==> src/rtl/irobot_motion_pkg.sv <==
// Shared motion-control definitions: state encodings, angle command fields,
// move-type mux codes and default speed constants.
package irobot_motion_pkg;

  typedef enum logic [1:0] {
    ST_IDLE  = 2'd0,
    ST_SPIN  = 2'd1,
    ST_DRIVE = 2'd2
  } move_state_e;

  typedef enum logic [1:0] {
    MUX_PAUSE  = 2'd0,
    MUX_SPIRAL = 2'd1,
    MUX_RAND   = 2'd2
  } move_mux_e;

  // angle_cmd field positions
  localparam int ANG_CW   = 9;
  localparam int ANG_SPIN = 8;
  localparam int ANG_MSB  = 7;
  localparam int ANG_LSB  = 0;

  localparam int DEF_VEL_WIDTH      = 16;
  localparam int DEF_DRIVE_SPEED    = 200;
  localparam int DEF_SPIN_SPEED     = 100;
  localparam int DEF_TICKS_PER_UNIT = 1024;
  localparam int DEF_CNT_WIDTH      = 24;

  // A spin only happens when it is requested and the angle is non-zero.
  function automatic logic spin_requested(input logic [9:0] cmd);
    return cmd[ANG_SPIN] && (cmd[ANG_MSB:ANG_LSB] != 8'd0);
  endfunction

endpackage

==> src/rtl/spin_timer.sv <==
// Loadable down-counter that flags the last cycle of a timed spin.
module spin_timer #(
  parameter int CNT_WIDTH = 24
) (
  input  logic                 clk,
  input  logic                 rst,
  input  logic                 load,
  input  logic                 clear,
  input  logic [CNT_WIDTH-1:0] load_value,
  output logic [CNT_WIDTH-1:0] count,
  output logic                 expire
);

  always_ff @(posedge clk) begin
    if (rst || clear) begin
      count <= '0;
    end else if (load) begin
      count <= load_value;
    end else if (count != '0) begin
      count <= count - CNT_WIDTH'(1);
    end
  end

  // Count 1 is the final spin cycle; the owner moves on at the next edge.
  assign expire = (count == CNT_WIDTH'(1));

endmodule

==> src/rtl/random_move_gen.sv <==
// Turns a random-move request into a timed in-place spin followed by a
// straight forward drive, held until the request is withdrawn.
module random_move_gen
  import irobot_motion_pkg::*;
#(
  parameter int VEL_WIDTH      = DEF_VEL_WIDTH,
  parameter int DRIVE_SPEED    = DEF_DRIVE_SPEED,
  parameter int SPIN_SPEED     = DEF_SPIN_SPEED,
  parameter int TICKS_PER_UNIT = DEF_TICKS_PER_UNIT,
  parameter int CNT_WIDTH      = DEF_CNT_WIDTH
) (
  input  logic                        clk,
  input  logic                        rst,
  input  logic                        random_enable,
  input  logic [9:0]                  angle_cmd,
  output logic signed [VEL_WIDTH-1:0] left_vel,
  output logic signed [VEL_WIDTH-1:0] right_vel,
  output logic                        spin_active,
  output logic                        spin_done,
  output logic                        busy
);

  if (CNT_WIDTH < 8 + $clog2(TICKS_PER_UNIT)) begin : g_cnt_width_check
    $error("random_move_gen: CNT_WIDTH too small for 8-bit angle times TICKS_PER_UNIT");
  end
  if (SPIN_SPEED >= (1 << (VEL_WIDTH - 1)) || DRIVE_SPEED >= (1 << (VEL_WIDTH - 1))) begin : g_speed_check
    $error("random_move_gen: speed constant does not fit signed VEL_WIDTH");
  end

  localparam logic signed [VEL_WIDTH-1:0] SPIN_POS  = VEL_WIDTH'(SPIN_SPEED);
  localparam logic signed [VEL_WIDTH-1:0] SPIN_NEG  = -SPIN_POS;
  localparam logic signed [VEL_WIDTH-1:0] DRIVE_VEL = VEL_WIDTH'(DRIVE_SPEED);

  move_state_e          state_reg;
  logic                 en_q;
  logic                 cw_q;
  logic                 start;
  logic                 stop;
  logic                 spin_req;
  logic [CNT_WIDTH-1:0] load_value;
  logic [CNT_WIDTH-1:0] count;
  logic                 expire;

  assign start    = random_enable & ~en_q;
  assign stop     = ~random_enable;
  assign spin_req = spin_requested(angle_cmd);

  // Every start reloads the timer; a no-spin start loads zero so any
  // abandoned spin is wiped.
  always_comb begin
    load_value = '0;
    if (spin_req) begin
      load_value = CNT_WIDTH'(angle_cmd[ANG_MSB:ANG_LSB]) * CNT_WIDTH'(TICKS_PER_UNIT);
    end
  end

  spin_timer #(
    .CNT_WIDTH (CNT_WIDTH)
  ) u_spin_timer (
    .clk        (clk),
    .rst        (rst),
    .load       (start),
    .clear      (stop),
    .load_value (load_value),
    .count      (count),
    .expire     (expire)
  );

  always_ff @(posedge clk) begin
    if (rst) begin
      state_reg   <= ST_IDLE;
      en_q        <= 1'b0;
      cw_q        <= 1'b0;
      left_vel    <= '0;
      right_vel   <= '0;
      spin_active <= 1'b0;
      spin_done   <= 1'b0;
      busy        <= 1'b0;
    end else begin
      en_q      <= random_enable;
      spin_done <= 1'b0;
      if (stop) begin
        state_reg   <= ST_IDLE;
        left_vel    <= '0;
        right_vel   <= '0;
        spin_active <= 1'b0;
        busy        <= 1'b0;
      end else if (start) begin
        // A fresh start wins over any pending SPIN->DRIVE transition.
        cw_q <= angle_cmd[ANG_CW];
        busy <= 1'b1;
        if (spin_req) begin
          state_reg   <= ST_SPIN;
          spin_active <= 1'b1;
          left_vel    <= angle_cmd[ANG_CW] ? SPIN_POS : SPIN_NEG;
          right_vel   <= angle_cmd[ANG_CW] ? SPIN_NEG : SPIN_POS;
        end else begin
          state_reg   <= ST_DRIVE;
          spin_active <= 1'b0;
          left_vel    <= DRIVE_VEL;
          right_vel   <= DRIVE_VEL;
        end
      end else begin
        unique case (state_reg)
          ST_SPIN: begin
            if (expire) begin
              state_reg   <= ST_DRIVE;
              spin_active <= 1'b0;
              spin_done   <= 1'b1;
              left_vel    <= DRIVE_VEL;
              right_vel   <= DRIVE_VEL;
            end else begin
              left_vel  <= cw_q ? SPIN_POS : SPIN_NEG;
              right_vel <= cw_q ? SPIN_NEG : SPIN_POS;
            end
          end
          ST_DRIVE: begin
            left_vel  <= DRIVE_VEL;
            right_vel <= DRIVE_VEL;
          end
          default: begin
            state_reg   <= ST_IDLE;
            left_vel    <= '0;
            right_vel   <= '0;
            spin_active <= 1'b0;
            busy        <= 1'b0;
          end
        endcase
      end
    end
  end

endmodule

==> config.mk <==
export PLATFORM = sky130hd
export DESIGN_NAME = random_move_gen
export DESIGN_NICKNAME = d
export VERILOG_FILES = /design/src/rtl/irobot_motion_pkg.sv /design/src/rtl/spin_timer.sv /design/src/rtl/random_move_gen.sv
export SDC_FILE = /design/constraint.sdc
export NUM_CORES = 1
export LEC_CHECK = 0
export BUFFER_PORTS_ARGS = -buffer_cell sky130_fd_sc_hd__buf_2
export CAP_MARGIN = 20
export CORE_MARGIN = 8
export CORE_UTILIZATION = 59
export DETAILED_ROUTE_END_ITERATION = 16
export GPL_ROUTABILITY_DRIVEN = 0
export PLACE_DENSITY = 0.86
export SKIP_CTS_REPAIR_TIMING = 1
export SYNTH_ARGS = -nofsm -noshare
export SYNTH_HDL_FRONTEND = slang
export SYNTH_HIERARCHICAL = 1
export SYNTH_SLANG_ARGS = --single-unit
==> constraint.sdc <==
create_clock -name clk -period 3.7 [get_ports clk]
set_input_delay 0.185 -clock clk [delete_from_list [all_inputs] [get_ports clk]]
set_output_delay 0.185 -clock clk [all_outputs]
set_load 0.05 [all_outputs]
==> qor.txt <==
Worst IR Drop VDD - 0.000208 V
Max-cap violations - 0
diode count - 0
Final HPWL DP - 3.71 mm
Critical Path Stages - 6
Post-synth ARST share - 0%
vias per cell - 5.66
top sig layer - met4
Inserted Clock Buffers - 5
main flop type after synthesis - dfxtp_1
slowest CP cell - nor3_1
worst slew pin tran - 0.655 ns
Post-Syn Area - 2220 um2
initial antenna violation count - 0
number of synthesized flops with an enable pin - 0
Clk pin slew, worst setup/hold paths - 0.07 ns
CP delay by family, top - simple AND/OR/NAND/NOR gates
final net count - 338
HP Class - input port to flop
RSZ-0062 raised after global routing - false
Clock Latency Late Sink - 0.29 ns
row count - 22
Hold Path Depth - 2
critical path class - flop to flop
DR WL met2 - 2.44 mm
CP max FO - 6
worst path cell trace - or4_4, or4_4, nor3_1, nor2b_1, o2111ai_1, o31ai_1
Yosys reg bits - 35
P_leak - 1.15 nW
met3 routed wirelength - 548 um
Arr. time, crit path - 2.83 ns
htree depth - 2
M1 WL - 2.19 mm
DR pass1 iterations - 4
DIE AREA - 5980 um2
DRC - 0
min Tclk post-route - 2.66 ns
share of cells above drive strength 1 - 21.8%
post-synthesis cell type count - 47
synthesized instance count - 283
final hold vios - 0
final worst setup slack - 1.04 ns
Final setup viols - 0
CTS Sinks - 35
max reg flops - 24
sequential fraction of the synthesis area - 31.6%
Hold WS - 0.0642 ns
CP most frequent cell - or4_4
f_max - 0.376 GHz
via count - 2089
gr usage total - 17.5%
worst relative slew slack - 56.0%
Worst R2R Path Depth - 6
pre-CTS WS - 1.11 ns
first-pass GRT wire length - 8.78 mm
Syn Area/Cell - 7.84 um2
clock skew - 0.00787 ns
Setup TNS Final - 0 ns
Yosys warnings - 6
Slew Viols, Final - 0
Yosys top cell area share - 31.6%
Placed Cells - 361
crit-path max cell delay - 0.58 ns
core area - 3630 um2
num ports - 48
Initial DRC Count - 216
FF-to-FF setup slack - 1.04 ns
Root Driver - clkbuf_8
Die X - 77.3 um
Avg WL per Cell - 14.2 um
fin util - 67.6%
cell taking the most area after synthesis - dfxtp_1
Worst EP required - 3.87 ns
fin crit share - 71.8%
Initial Utilization - 61.1%
outcome - completed
CP bufs+invs - 0
Die Y - 77.3 um
maximum buffer depth of the clock tree - 2
crit start category - flop
via count of the first global-routing pass - 1932
I/O Buffers - 43
CP Capture Type - flop
final WL - 5.25 mm
global route overflow - 0
largest net degree at the start of global routing - 36
DRT antenna net count - 0
Cell Count, Final, Fillers Out - 369
CTS tree - yes
Layout area overhead - 10.7%
Pwr Density - 476 nW/um2
top cells by area, synth - dfxtp_1 (32%), buf_4 (9.8%), nand2_1 (6.4%), a21oi_1 (4.3%), o21ai_0 (3.6%)
==> final timing paths <==
kind	startpoint	to
setup reg to reg	u_spin_timer/count[16]	state_reg[1]
hold reg to reg	busy	busy
hold / removal	rst	cw_q
setup / recovery	u_spin_timer/count[16]	state_reg[1]
==> layout by cell type (no fill, tap or decap), types with 7 or more instances in the layout <==
| master | n |
|---|---|
| nand2_1 | 38 |
| xnor2_1 | 7 |
| and2_1 | 7 |
| buf_2 | 43 |
| nor4_1 | 9 |
| a21oi_1 | 19 |
| conb_1 | 20 |
| inv_1 | 10 |
| nor2_1 | 19 |
| o31ai_1 | 7 |
| o21ai_0 | 16 |
| dfxtp_1 | 35 |
==> routing by layer <==
layer / vias up / GRT usage [%]
li1: 1043 / -
met1: 957 / 19.9
met5: - / 0
met4: 0 / 7.17
met3: 8 / 7.34
met2: 81 / 28.1
==> cells in the mapped netlist, drive strengths merged (5+ instances only) <==
| cell type | number |
|---|---|
| dfxtp | 35 |
| o31ai | 7 |
| inv | 10 |
| or2 | 5 |
| nand2 | 38 |
| o21ai | 16 |
| or4 | 9 |
| nor2 | 19 |
| nor4 | 9 |
| and2 | 8 |
| xnor2 | 7 |
| clkbuf | 5 |
| a21oi | 19 |
| buf | 32 |
| nand4 | 5 |
| ha | 5 |
==> metrics by stage <==
stage | area (um2) | total power (W)
finish | 2460 | 0.00117
global route | 2460 | 0.00123
CTS | 2460 | 0.00117
detailed placement | 2340 | 0.000810
global placement | 2340 | 0.000803
floorplan | 2290 | 0.000743
==> power by group <==
group          switching (W)  total [W]  internal, W
clock network       0.000137   0.000354     0.000218
registers          0.0000301   0.000435     0.000405
logic               0.000234   0.000379     0.000145
==> worst register-to-register path, cell delays in order (launching register included) <==
cell	delay, ns
dfxtp_1	0.36
or4_4	0.57
or4_4	0.55
nor3_1	0.58
nor2b_1	0.17
o2111ai_1	0.22
o31ai_1	0.10
==> cell families after synthesis <==
group                    count (synthesis)  share of synthesized area [%]
AND/OR/NAND/NOR                        115                           27.4
AO/OA/AOI/OAI                           68                           19.9
buffers and inverters                   48                           13.8
flip-flops                              35                           31.6
XOR/XNOR                                 9                           3.55
adder cells (fa/ha/maj)                  5                           2.82
multiplexers                             2                          0.902
other                                    1                          0.169
==> area by class of cell <==
type                            count  area, um2
Timing Repair Buffer               48        253
Clock inverter                      2       35.0
Sequential cell                    35        701
Inverter                           11       41.3
Fill cell                         304       1180
Multi-Input combinational cell    219       1280
Tap cell                           48       60.1
Clock buffer                        6       82.6
Power figures use the tool's default switching activity.
